<file path="src/rtl/lsu1c_if.sv">
// SRAM-like data bus between the memory stage (master) and the data memory (slave).
// One request is accepted per addr_ok; its data returns later on data_ok.
interface lsu1c_if;
  logic        data_req;
  logic        data_wr;
  logic [1:0]  data_size;
  logic [31:0] data_addr;
  logic [31:0] data_wdata;
  logic        data_addr_ok;
  logic        data_data_ok;
  logic [31:0] data_rdata;

  modport master (
    output data_req, data_wr, data_size, data_addr, data_wdata,
    input  data_addr_ok, data_data_ok, data_rdata
  );

  modport slave (
    input  data_req, data_wr, data_size, data_addr, data_wdata,
    output data_addr_ok, data_data_ok, data_rdata
  );
endinterface

</file>
<file path="src/rtl/lsu1c.sv">
// Memory-stage-1 pipeline register: captures the execute bundle, runs one data-bus
// transaction per memory op, stalls the front end meanwhile and presents the load result.
module lsu1c (
  input  logic        clk,
  input  logic        rst,
  input  logic        stall_i,
  input  logic        flush_i,
  input  logic        ex_valid,
  input  logic        ex_has_exception,
  input  logic        ex_ls_ena,
  input  logic [3:0]  ex_ls_sel,
  input  logic [31:0] ex_ls_addr,
  input  logic [31:0] ex_rt_data,
  input  logic [31:0] ex_alu_res,
  input  logic [31:0] ex_pc,
  input  logic        ex_w_reg_ena,
  input  logic [4:0]  ex_w_reg_dst,
  input  logic        ex_wb_reg_sel,
  input  logic [1:0]  ex_w_hilo_ena,
  input  logic [31:0] ex_hi_res,
  input  logic [31:0] ex_lo_res,
  lsu1c_if.master     bus,
  output logic        lsu1c_stall_req,
  output logic        lsu1c_valid,
  output logic [31:0] lsu1c_alu_res,
  output logic [31:0] lsu1c_load_data,
  output logic [31:0] lsu1c_pc,
  output logic        lsu1c_w_reg_ena,
  output logic [4:0]  lsu1c_w_reg_dst,
  output logic        lsu1c_wb_reg_sel,
  output logic [1:0]  lsu1c_w_hilo_ena,
  output logic [31:0] lsu1c_hi_res,
  output logic [31:0] lsu1c_lo_res
);

  typedef enum logic [2:0] {S_IDLE, S_REQ, S_WAIT, S_DRAIN, S_DONE} state_t;

  state_t      r_state;
  logic        r_data_req, r_stall_req, r_valid;
  logic [3:0]  r_ls_sel;
  logic [31:0] r_ls_addr, r_rt, r_alu_res, r_pc, r_load_data, r_hi, r_lo;
  logic        r_w_reg_ena, r_wb_reg_sel;
  logic [4:0]  r_w_reg_dst;
  logic [1:0]  r_w_hilo_ena;

  logic w_capture, w_mem;
  assign w_capture = !stall_i && !r_stall_req;
  assign w_mem     = ex_valid && ex_ls_ena && !ex_has_exception && !flush_i;

  function automatic logic [1:0] size_of(input logic [3:0] sel);
    case (sel)
      4'b0000, 4'b0001, 4'b1000: size_of = 2'd0;
      4'b0010, 4'b0011, 4'b1001: size_of = 2'd1;
      default:                   size_of = 2'd2;
    endcase
  endfunction

  function automatic logic [31:0] store_data(input logic [3:0] sel, input logic [31:0] rt);
    case (sel)
      4'b1000: store_data = {4{rt[7:0]}};
      4'b1001: store_data = {2{rt[15:0]}};
      default: store_data = rt;
    endcase
  endfunction

  function automatic logic [31:0] load_extend(input logic [3:0] sel, input logic [1:0] a,
                                              input logic [31:0] d);
    logic [7:0]  b;
    logic [15:0] h;
    b = d[{a, 3'b000} +: 8];
    h = a[1] ? d[31:16] : d[15:0];
    case (sel)
      4'b0000: load_extend = {{24{b[7]}}, b};
      4'b0001: load_extend = {24'd0, b};
      4'b0010: load_extend = {{16{h[15]}}, h};
      4'b0011: load_extend = {16'd0, h};
      4'b0100: load_extend = d;
      default: load_extend = '0;   // stores return no load value
    endcase
  endfunction

  // NOTE: every register here is state, so all assignments are non-blocking; the
  // flush clear sits last so it overrides a same-edge capture.
  always_ff @(posedge clk or negedge rst) begin
    if (!rst) begin
      r_state      <= S_IDLE;
      r_data_req   <= 1'b0;
      r_stall_req  <= 1'b0;
      r_valid      <= 1'b0;
      r_ls_sel     <= '0;
      r_ls_addr    <= '0;
      r_rt         <= '0;
      r_alu_res    <= '0;
      r_pc         <= '0;
      r_load_data  <= '0;
      r_hi         <= '0;
      r_lo         <= '0;
      r_w_reg_ena  <= 1'b0;
      r_wb_reg_sel <= 1'b0;
      r_w_reg_dst  <= '0;
      r_w_hilo_ena <= '0;
    end else begin
      if (w_capture) begin
        r_valid      <= ex_valid;
        r_ls_sel     <= ex_ls_sel;
        r_ls_addr    <= ex_ls_addr;
        r_rt         <= ex_rt_data;
        r_alu_res    <= ex_alu_res;
        r_pc         <= ex_pc;
        r_load_data  <= '0;
        r_hi         <= ex_hi_res;
        r_lo         <= ex_lo_res;
        r_w_reg_ena  <= ex_w_reg_ena;
        r_wb_reg_sel <= ex_wb_reg_sel;
        r_w_reg_dst  <= ex_w_reg_dst;
        r_w_hilo_ena <= ex_w_hilo_ena;
      end

      case (r_state)
        S_IDLE, S_DONE: begin
          if (w_capture) begin
            if (w_mem) begin
              r_state     <= S_REQ;
              r_data_req  <= 1'b1;
              r_stall_req <= 1'b1;
            end else begin
              r_state <= S_IDLE;
            end
          end
        end
        S_REQ: begin
          if (bus.data_addr_ok) begin
            r_data_req <= 1'b0;
            r_state    <= flush_i ? S_DRAIN : S_WAIT;
          end else if (flush_i) begin
            r_data_req  <= 1'b0;
            r_stall_req <= 1'b0;
            r_state     <= S_IDLE;
          end
        end
        S_WAIT: begin
          if (bus.data_data_ok) begin
            r_stall_req <= 1'b0;
            if (flush_i) begin
              r_state <= S_IDLE;
            end else begin
              r_state     <= S_DONE;
              r_load_data <= load_extend(r_ls_sel, r_ls_addr[1:0], bus.data_rdata);
            end
          end else if (flush_i) begin
            r_state <= S_DRAIN;
          end
        end
        S_DRAIN: begin
          if (bus.data_data_ok) begin
            r_stall_req <= 1'b0;
            r_state     <= S_IDLE;
          end
        end
        default: begin
          r_data_req  <= 1'b0;
          r_stall_req <= 1'b0;
          r_state     <= S_IDLE;
        end
      endcase

      if (flush_i) begin
        r_valid      <= 1'b0;
        r_w_reg_ena  <= 1'b0;
        r_w_hilo_ena <= '0;
      end
    end
  end

  assign bus.data_req   = r_data_req;
  assign bus.data_wr    = r_ls_sel[3];
  assign bus.data_size  = size_of(r_ls_sel);
  assign bus.data_addr  = r_ls_addr;
  assign bus.data_wdata = store_data(r_ls_sel, r_rt);

  assign lsu1c_stall_req  = r_stall_req;
  assign lsu1c_valid      = r_valid;
  assign lsu1c_alu_res    = r_alu_res;
  assign lsu1c_load_data  = r_load_data;
  assign lsu1c_pc         = r_pc;
  assign lsu1c_w_reg_ena  = r_w_reg_ena;
  assign lsu1c_w_reg_dst  = r_w_reg_dst;
  assign lsu1c_wb_reg_sel = r_wb_reg_sel;
  assign lsu1c_w_hilo_ena = r_w_hilo_ena;
  assign lsu1c_hi_res     = r_hi;
  assign lsu1c_lo_res     = r_lo;

endmodule

</file>
<file path="src/flat_wrapper.sv">
// flat-port wrapper written by rule: the top's interface ports become plain ports
module lsu1c_flat 
  (clk, rst, stall_i, flush_i, ex_valid, ex_has_exception, ex_ls_ena, ex_ls_sel, ex_ls_addr, ex_rt_data, ex_alu_res, ex_pc, ex_w_reg_ena, ex_w_reg_dst, ex_wb_reg_sel, ex_w_hilo_ena, ex_hi_res, ex_lo_res, lsu1c_stall_req, lsu1c_valid, lsu1c_alu_res, lsu1c_load_data, lsu1c_pc, lsu1c_w_reg_ena, lsu1c_w_reg_dst, lsu1c_wb_reg_sel, lsu1c_w_hilo_ena, lsu1c_hi_res, lsu1c_lo_res, bus_data_req, bus_data_wr, bus_data_size, bus_data_addr, bus_data_wdata, bus_data_addr_ok, bus_data_data_ok, bus_data_rdata);
  lsu1c_if bus_i ();
  input  logic clk;
  input  logic rst;
  input  logic stall_i;
  input  logic flush_i;
  input  logic ex_valid;
  input  logic ex_has_exception;
  input  logic ex_ls_ena;
  input  logic [3:0] ex_ls_sel;
  input  logic [31:0] ex_ls_addr;
  input  logic [31:0] ex_rt_data;
  input  logic [31:0] ex_alu_res;
  input  logic [31:0] ex_pc;
  input  logic ex_w_reg_ena;
  input  logic [4:0] ex_w_reg_dst;
  input  logic ex_wb_reg_sel;
  input  logic [1:0] ex_w_hilo_ena;
  input  logic [31:0] ex_hi_res;
  input  logic [31:0] ex_lo_res;
  output logic lsu1c_stall_req;
  output logic lsu1c_valid;
  output logic [31:0] lsu1c_alu_res;
  output logic [31:0] lsu1c_load_data;
  output logic [31:0] lsu1c_pc;
  output logic lsu1c_w_reg_ena;
  output logic [4:0] lsu1c_w_reg_dst;
  output logic lsu1c_wb_reg_sel;
  output logic [1:0] lsu1c_w_hilo_ena;
  output logic [31:0] lsu1c_hi_res;
  output logic [31:0] lsu1c_lo_res;
  output wire logic [$bits(bus_i.data_req)-1:0] bus_data_req;
  output wire logic [$bits(bus_i.data_wr)-1:0] bus_data_wr;
  output wire logic [$bits(bus_i.data_size)-1:0] bus_data_size;
  output wire logic [$bits(bus_i.data_addr)-1:0] bus_data_addr;
  output wire logic [$bits(bus_i.data_wdata)-1:0] bus_data_wdata;
  input wire logic [$bits(bus_i.data_addr_ok)-1:0] bus_data_addr_ok;
  input wire logic [$bits(bus_i.data_data_ok)-1:0] bus_data_data_ok;
  input wire logic [$bits(bus_i.data_rdata)-1:0] bus_data_rdata;
  assign bus_data_req = bus_i.data_req;
  assign bus_data_wr = bus_i.data_wr;
  assign bus_data_size = bus_i.data_size;
  assign bus_data_addr = bus_i.data_addr;
  assign bus_data_wdata = bus_i.data_wdata;
  assign bus_i.data_addr_ok = bus_data_addr_ok;
  assign bus_i.data_data_ok = bus_data_data_ok;
  assign bus_i.data_rdata = bus_data_rdata;
  lsu1c u_core (.clk(clk), .rst(rst), .stall_i(stall_i), .flush_i(flush_i), .ex_valid(ex_valid), .ex_has_exception(ex_has_exception), .ex_ls_ena(ex_ls_ena), .ex_ls_sel(ex_ls_sel), .ex_ls_addr(ex_ls_addr), .ex_rt_data(ex_rt_data), .ex_alu_res(ex_alu_res), .ex_pc(ex_pc), .ex_w_reg_ena(ex_w_reg_ena), .ex_w_reg_dst(ex_w_reg_dst), .ex_wb_reg_sel(ex_wb_reg_sel), .ex_w_hilo_ena(ex_w_hilo_ena), .ex_hi_res(ex_hi_res), .ex_lo_res(ex_lo_res), .bus(bus_i), .lsu1c_stall_req(lsu1c_stall_req), .lsu1c_valid(lsu1c_valid), .lsu1c_alu_res(lsu1c_alu_res), .lsu1c_load_data(lsu1c_load_data), .lsu1c_pc(lsu1c_pc), .lsu1c_w_reg_ena(lsu1c_w_reg_ena), .lsu1c_w_reg_dst(lsu1c_w_reg_dst), .lsu1c_wb_reg_sel(lsu1c_wb_reg_sel), .lsu1c_w_hilo_ena(lsu1c_w_hilo_ena), .lsu1c_hi_res(lsu1c_hi_res), .lsu1c_lo_res(lsu1c_lo_res));
endmodule
</file>
<file path="config.mk">
export PLATFORM = sky130hd
export DESIGN_NAME = lsu1c_flat
export DESIGN_NICKNAME = d
export VERILOG_FILES = /design/src/rtl/lsu1c_if.sv /design/src/rtl/lsu1c.sv /design/src/flat_wrapper.sv
export SDC_FILE = /design/constraint.sdc
export NUM_CORES = 1
export LEC_CHECK = 0
export ABC_CLOCK_PERIOD_IN_PS = 5700
export CORE_AREA = 4 4 187 189
export DETAILED_ROUTE_END_ITERATION = 6
export DIE_AREA = 0 0 191 193
export PLACE_DENSITY = 0.74
export SETUP_SLACK_MARGIN = 0.5
export SLEW_MARGIN = 20
export SYNTH_ARGS = -nofsm -noshare
export SYNTH_HDL_FRONTEND = slang
export SYNTH_SLANG_ARGS = --single-unit
</file>
<file path="constraint.sdc">
create_clock -name clk -period 5.7 [get_ports clk]
set_input_delay 1.425 -clock clk [delete_from_list [all_inputs] [get_ports clk]]
set_output_delay 1.425 -clock clk [all_outputs]
set_load 0.01 [all_outputs]
</file>
==> results of run 1 <==
[sequential cells by signal, indices dropped and copies added, names as in the netlist]
| register | cells |
|---|---|
| u_core.bus.data_addr | 32 |
| u_core.bus.data_req | 1 |
| u_core.lsu1c_alu_res | 32 |
| u_core.lsu1c_hi_res | 32 |
| u_core.lsu1c_lo_res | 32 |
| u_core.lsu1c_load_data | 32 |
| u_core.lsu1c_pc | 32 |
| u_core.lsu1c_stall_req | 1 |
| u_core.lsu1c_valid | 1 |
| u_core.lsu1c_w_hilo_ena | 2 |
| u_core.lsu1c_w_reg_dst | 5 |
| u_core.lsu1c_w_reg_ena | 1 |
| u_core.lsu1c_wb_reg_sel | 1 |
| u_core.r_ls_sel | 4 |
| u_core.r_rt | 32 |
| u_core.r_state | 3 |
[metal layers]
metal / vias to the layer above / part of all wire / track usage
met5: - / 0.0018 / 0
met4: 8 / 0.025 / 0.0497
met3: 54 / 0.11 / 0.0677
met2: 423 / 0.48 / 0.313
met1: 4403 / 0.39 / 0.219
li1: 4480 / - / -
[final timing paths]
path | to | from | cells after the start
min | u_core.bus.data_addr[18] | u_core.bus.data_addr[18] | 2
min in group asynchronous | u_core.lsu1c_alu_res[3] | rst | 1
min reg2reg | u_core.bus.data_addr[18] | u_core.bus.data_addr[18] | 2
max | bus_data_wdata[28] | u_core.r_ls_sel[3] | 5
max reg2reg | u_core.lsu1c_load_data[16] | u_core.r_ls_sel[0] | 4
max in group asynchronous | u_core.lsu1c_load_data[13] | rst | 2
[worst max-delay path, stage by stage (launching register included)]
cell             delay [ps]
dfrtp_1                 630
nand2b_1                190
nor2_1                  780
nand3_1                 170
nand3_1                 140
clkdlybuf4s50_1         560
[layout make-up]
| cell class | count | area share |
|---|---|---|
| Sequential cell | 243 | 0.375 |
| Timing Repair Buffer | 490 | 0.305 |
| Multi-Input combinational cell | 817 | 0.231 |
| Clock buffer | 39 | 0.0501 |
| Tap cell | 448 | 0.0346 |
| Clock inverter | 7 | 0.00324 |
| Inverter | 1 | 0.000232 |
| Antenna cell | 1 | 0.000154 |
[kinds of logic (layout without fill, tap and decap cells)]
logic type	Yosys count	after routing	share of synthesized area
DFF	243	243	0.599
AOI/OAI and AO/OA	75	75	0.0626
and+or+nand+nor	725	725	0.285
muxes	17	17	0.0188
buffers and inverters	79	537	0.0353
other	0	1	0
[through the flow]
| stage | power [W] | utilization | hold WS (ps) |
|---|---|---|---|
| after floorplan | 0.00396 | - | 446 |
| after global placement | 0.00572 | 0.460 | 457 |
| after detailed placement | 0.00577 | 0.460 | 461 |
| after CTS | 0.00751 | 0.486 | 474 |
| after global routing | 0.00790 | 0.487 | 491 |
| final | 0.00741 | 0.487 | 468 |
[report_power, final]
| part | internal, W | leakage, nW | switching (W) |
|---|---|---|---|
| combinational | 0.00155 | 4.21 | 0.00147 |
| sequential | 0.00229 | 3.05 | 0.000394 |
| clock | 0.000984 | 0.427 | 0.000713 |
[cell usage in the layout (no fill, tap or decap), drive strengths merged, types with 7 or more instances in the layout]
cell type / count
clkdlybuf4s50: 483
nand2: 668
nand3: 16
a22oi: 7
a21oi: 8
a221oi: 8
o2bb2ai: 9
a22o: 7
mux2i: 9
o21ai: 12
a221o: 16
buf: 7
mux2: 7
dfrtp: 243
clkbuf: 39
nor2: 10
==> impl_results.md, run 1 <==
- Clock Pin Slew Worst Setup and Hold Paths: 60 ps
- Post-CTS Resized: 0
- Iter 0 DRT Violations: 452
- Largest area contributor in the netlist: dfrtp_1
- Period utilisation layout: 0.780
- Vias: 9368
- Cells after DPL: 1999
- Most common cell in the netlist: nand2_1
- WP data arrival: 3020 ps
- Skew final: 14.2 ps
- Hold Vio Cnt, Final: 0
- Mapped cell area: 10200 sq um
- Antenna Nets Post-Route: 0
- Non-filler cells, final: 2046
- Commonest cells post-synth: nand2_1 (668), dfrtp_1 (243), clkbuf_1 (53)
- Post-DR vias/cell: 4.58
- Worst hold path class: reg -> reg
- YS warnings: 0
- Total die area: 36900 sq um
- Max VDD drop: 0.281 mV
- Gr usage total: 0.183
- Num rows: 67
- Unrepaired setup endpoints after global routing: false
- Setup TNS: 0 ps
- Placement Setup Slack: 1870 ps
- Die X: 191 microns
- Hold bufs inserted after CTS: 0
- Max frequency: 225 MHz
- Share of layout cells above drive strength 1: 0.0545
- Reg2Reg Setup Slack: 3390 ps
- Starting density of the core: 0.305
- Clk sink count: 243
- H-tree depth: 1
- Post-synthesis sequential area ratio: 0.599
- Buffers on Ports: 484
- Cells after synthesis: 1139
- Final setup viols: 0
- Number of nets in the layout: 1827
- Gpl congestion: 0.882
- WL per Instance: 17.4 microns
- Post-DP Area: 15300 sq um
- Distinct cells, synth: 47
- Post-route cell area: 16200 sq um
- WP data required: 4280 ps
- Initial antenna violation count: 6
- Max Cap Violations: 0
- Number of global-route vias before repair: 9721
- Synth Register Bits: 243
- Pins Over Slew Limit: 0
- Clock Latency Late Sink: 550 ps
- Top post-synthesis cells by area: dfrtp_1 (60%), nand2_1 (25%), clkbuf_1 (2.0%)
- Minimum clock period: 4450 ps
- P per Cell Area: 457 nW/um^2
- CP Capture Type: output port
- Drt drc: 0
- Die Ht: 193 microns
- Max transition margin: 0.322
- Sequential cell area: 6080 sq um
- Critical path class: reg -> out
- Clk buf depth: 3
- Max FO, Critical Path: 16
- Area grow syn2layout: 59.5%
- Critical path launch point type: flop
- Root Buffer: clkbuf_16
- TritonRoute pass-1 iters: 5
- Post-synthesis async set-or-reset flop share: 1.00
- Core Region: 33300 sq um
- Post-DP HPWL: 25900 microns
- Final WL: 35700 microns
- EDFF count, synth: 0
- Global route overflow: 0
- Syn nets: 1385
- Post-synthesis average cell area: 8.92 sq um
- Run status: completed
- First-pass GRT wire length: 54200 microns
- Commonest register cell after synthesis: dfrtp_1
- Footprint of the multi-input gates: 3740 sq um
- Final worst setup slack: 1250 ps
- Num ports: 485
- Total CTS buffers: 28
- Fillers: 3092
- # Post-CTS Setup Buffers: 0
- P_leak: 7.68 nW
- Pin count of the biggest net entering global routing: 209
- Worst Tran Pin Value: 1020 ps
- Top cell type's share of synthesized area: 0.599
- CTS tree: yes
Power figures use the tool's default switching activity.
==> run 2: changes to the inputs <==
ABC_CLOCK_PERIOD_IN_PS = 4170   (was 5700)
CORE_AREA = 4 4 188 190   (was 4 4 187 189)
DIE_AREA = 0 0 192 194   (was 0 0 191 193)
PLACE_DENSITY = 0.73   (was 0.74)
clock period = 4.17 ns   (was 5.7 ns; I/O delays follow)
==> run 2 against run 1 <==
Count of clock-buffer cells in the layout fell by 3. Highest routed layer unchanged. Routed wire length is 0.23% lower. First-iteration DRC count is 35% higher. Final cell count increased by 0.39%. Via count is 2.0% higher.
==> impl_results.md, run 2 (synthesis gave the netlist of run 1 again) <==
- Buffers on Ports: 484 (unchanged)
- Clock Pin Slew Worst Setup and Hold Paths: 60 ps (about the same)
- Post-DP HPWL: 25900 microns (about the same)
- Max Cap Violations: 0 (unchanged)
- Clk buf depth: 3 (unchanged)
- Area grow syn2layout: 60.7% (was 59.5%)
- First-pass GRT wire length: 54500 microns (was 54200 microns)
- Worst Setup EP: bus_data_wdata[10] (was bus_data_wdata[28])
- Initial antenna violation count: 5 (was 6)
- Gpl congestion: 0.881 (was 0.882)
- CP most frequent cell: nand2_1 (was nand3_1)
- Worst Tran Pin Value: 906 ps (was 1020 ps)
- Period utilisation layout: 0.851
- CTS tree: yes (unchanged)
- Commonest cells after routing, fill and taps aside: nand2_1 (668), clkdlybuf4s50_1 (483), dfrtp_1 (242), clkbuf_16 (29) (was nand2_1 (668), clkdlybuf4s50_1 (483), dfrtp_1 (243), clkbuf_16 (28))
- Critical path launch point type: flop (unchanged)
- Pins Over Slew Limit: 0 (unchanged)
- Global route overflow: 0 (unchanged)
- Hold bufs inserted after CTS: 0 (unchanged)
- Clock Latency Late Sink: 540 ps (was 550 ps)
- Max VDD drop: 0.383 mV (was 0.281 mV)
- Drt drc: 0 (unchanged)
- Share of layout cells above drive strength 1: 0.0610 (was 0.0545)
- Reg2Reg Setup Slack: 1830 ps (was 3390 ps)
- Unrepaired setup endpoints after global routing: false (unchanged)
- Pin count of the biggest net entering global routing: 121 (was 209)
- Highest-delay cell along the critical path: dfrtp_1 (was nor2_1)
- H-tree depth: 1 (unchanged)
- CP Capture Type: output port (unchanged)
- Crit-path leading delay family: simple AND/OR/NAND/NOR gates (unchanged)
- WL per Instance: 17.3 microns (was 17.4 microns)
- CP Cell Sequence: or3_1 -> nand2_1 -> nand2_1 -> clkdlybuf4s50_1 (was nand2b_1 -> nor2_1 -> nand3_1 -> nand3_1 -> clkdlybuf4s50_1)
- Worst path depth: 4 (was 5)
- RR Startpoint: u_core.r_ls_sel[0] (unchanged)
- P per Cell Area: 632 nW/um^2 (was 457 nW/um^2)
- WP data required: 3130 ps (was 4280 ps)
- WP data arrival: 2510 ps (was 3020 ps)
- Starting density of the core: 0.304 (was 0.305)
- Skew final: 10.6 ps (was 14.2 ps)
- Die Ht: 194 microns (was 193 microns)
- Total CTS buffers: 28 (unchanged)
- Fin Hold WS: 471 ps (was 468 ps)
- Worst Setup SP: u_core.r_ls_sel[0] (was u_core.r_ls_sel[3])
- Worst path bufs/invs: 1 (unchanged)
- Hold Vio Cnt, Final: 0 (unchanged)
- Critical path class: reg -> out (unchanged)
- Minimum clock period: 3550 ps
- TritonRoute pass-1 iters: 5 (unchanged)
- Iter 0 DRT Violations: 609 (was 452)
- Number of nets in the layout: 1833 (was 1827)
- Final WL: 35600 microns (was 35700 microns)
- # Post-CTS Setup Buffers: 0 (unchanged)
- Run status: completed (unchanged)
- Commonest non-fill, non-tap cell in the layout: nand2_1 (unchanged)
- Ant. Diodes: 0 (was 1)
- Post-DR vias/cell: 4.65 (was 4.58)
- Number of global-route vias before repair: 9732 (was 9721)
- Clk sink count: 243 (unchanged)
- Final setup viols: 0 (unchanged)
- Setup TNS: 0 ps (unchanged)
- Worst hold path class: reg -> reg (unchanged)
- Root Buffer: clkbuf_16 (unchanged)
- Core Region: 33400 sq um (was 33300 sq um)
- Worst R2R Path Depth: 4 (unchanged)
- Vias: 9557 (was 9368)
- Slowest stage delay, CP: 640 ps (was 780 ps)
- Worst reg2reg endpoint: u_core.lsu1c_load_data[28] (was u_core.lsu1c_load_data[16])
- Num ports: 485 (unchanged)
- Max transition margin: 0.396 (was 0.322)
- Num rows: 67 (unchanged)
- Antenna Nets Post-Route: 0 (unchanged)
- Gr usage total: 0.180 (was 0.183)
- P_leak: 7.75 nW (was 7.68 nW)
- Max frequency: 282 MHz
- Die X: 192 microns (was 191 microns)
- Total die area: 37200 sq um (was 36900 sq um)
- Max FO, Critical Path: 17 (was 16)
==> run 2: cell types whose count changed in the layout (fill, tap and decap cells not counted), sizes merged <==
cell	before	now
buf	7	13
bufinv	0	3
clkbuf	39	36
clkinv	5	8
diode	1	0
==> run 2: what timing repair did <==
action / 4_1_cts / 5_1_grt
gates resized for setup: 1 / 2
setup endpoints to repair: 16 / 19
gates cloned: 0 / 0
==> run 2: layout make-up <==
cell class / count / area [sq um]
tap: 448 / 561
fill: 3026 / 17100
sequential: 243 / 6080
multi-input combinational: 817 / 3750
clock inverter: 13 / 146
inverter: 1 / 3.75
timing repair buffer: 496 / 5000
clock buffer: 36 / 782
==> run 2: metal layers <==
layer	vias to the layer above	global-route usage	wire, microns	part of all wire
met5	-	0	71	0.0020
li1	4507	-	-	-
met4	10	0.0526	1060	0.030
met2	441	0.310	17100	0.48
met1	4525	0.209	13500	0.38
met3	74	0.0677	3910	0.11
==> run 2: worst min-delay path, stage by stage, from the launching register on <==
cell,delay [ps]
dfrtp_1,340
nand2_1,50
nand2_1,50
==> run 2: worst min-delay path by stage <==
stage | from | endpoint | slack [ps] | depth (start not counted)
global route | u_core.lsu1c_hi_res[23] | u_core.lsu1c_hi_res[23] | 490 | 2
finish | u_core.lsu1c_lo_res[6] | u_core.lsu1c_lo_res[6] | 470 | 2
floorplan | u_core.r_rt[16] | u_core.r_rt[16] | 450 | 2
CTS | u_core.lsu1c_lo_res[7] | u_core.lsu1c_lo_res[7] | 470 | 2
detailed placement | u_core.lsu1c_w_reg_dst[3] | u_core.lsu1c_w_reg_dst[3] | 460 | 2
global placement | u_core.lsu1c_w_reg_dst[0] | u_core.lsu1c_w_reg_dst[0] | 460 | 2
==> run 2: per-stage QoR <==
stage / total power (W) / cells / instance area, sq um / setup WS [ps] / util
5_1_grt: 0.0110 / 2054 / 16300 / 506 / 0.488
3_3_place_gp: 0.00783 / 2005 / 15400 / 958 / 0.460
6_report: 0.0103 / 2054 / 16300 / 622 / 0.488
3_5_place_dp: 0.00790 / 2005 / 15400 / 824 / 0.460
4_1_cts: 0.0104 / 2054 / 16300 / 515 / 0.488
2_1_floorplan: 0.00542 / 1139 / 10200 / 1570 / -
==> run 2: power by group <==
part           total (W)  leakage (nW)  switching, W  internal, W
Sequential       0.00367          3.04      0.000531      0.00313
Combinational    0.00419          4.25       0.00205      0.00214
Clock            0.00246         0.462      0.000963      0.00150
Total             0.0103          7.75       0.00354      0.00678
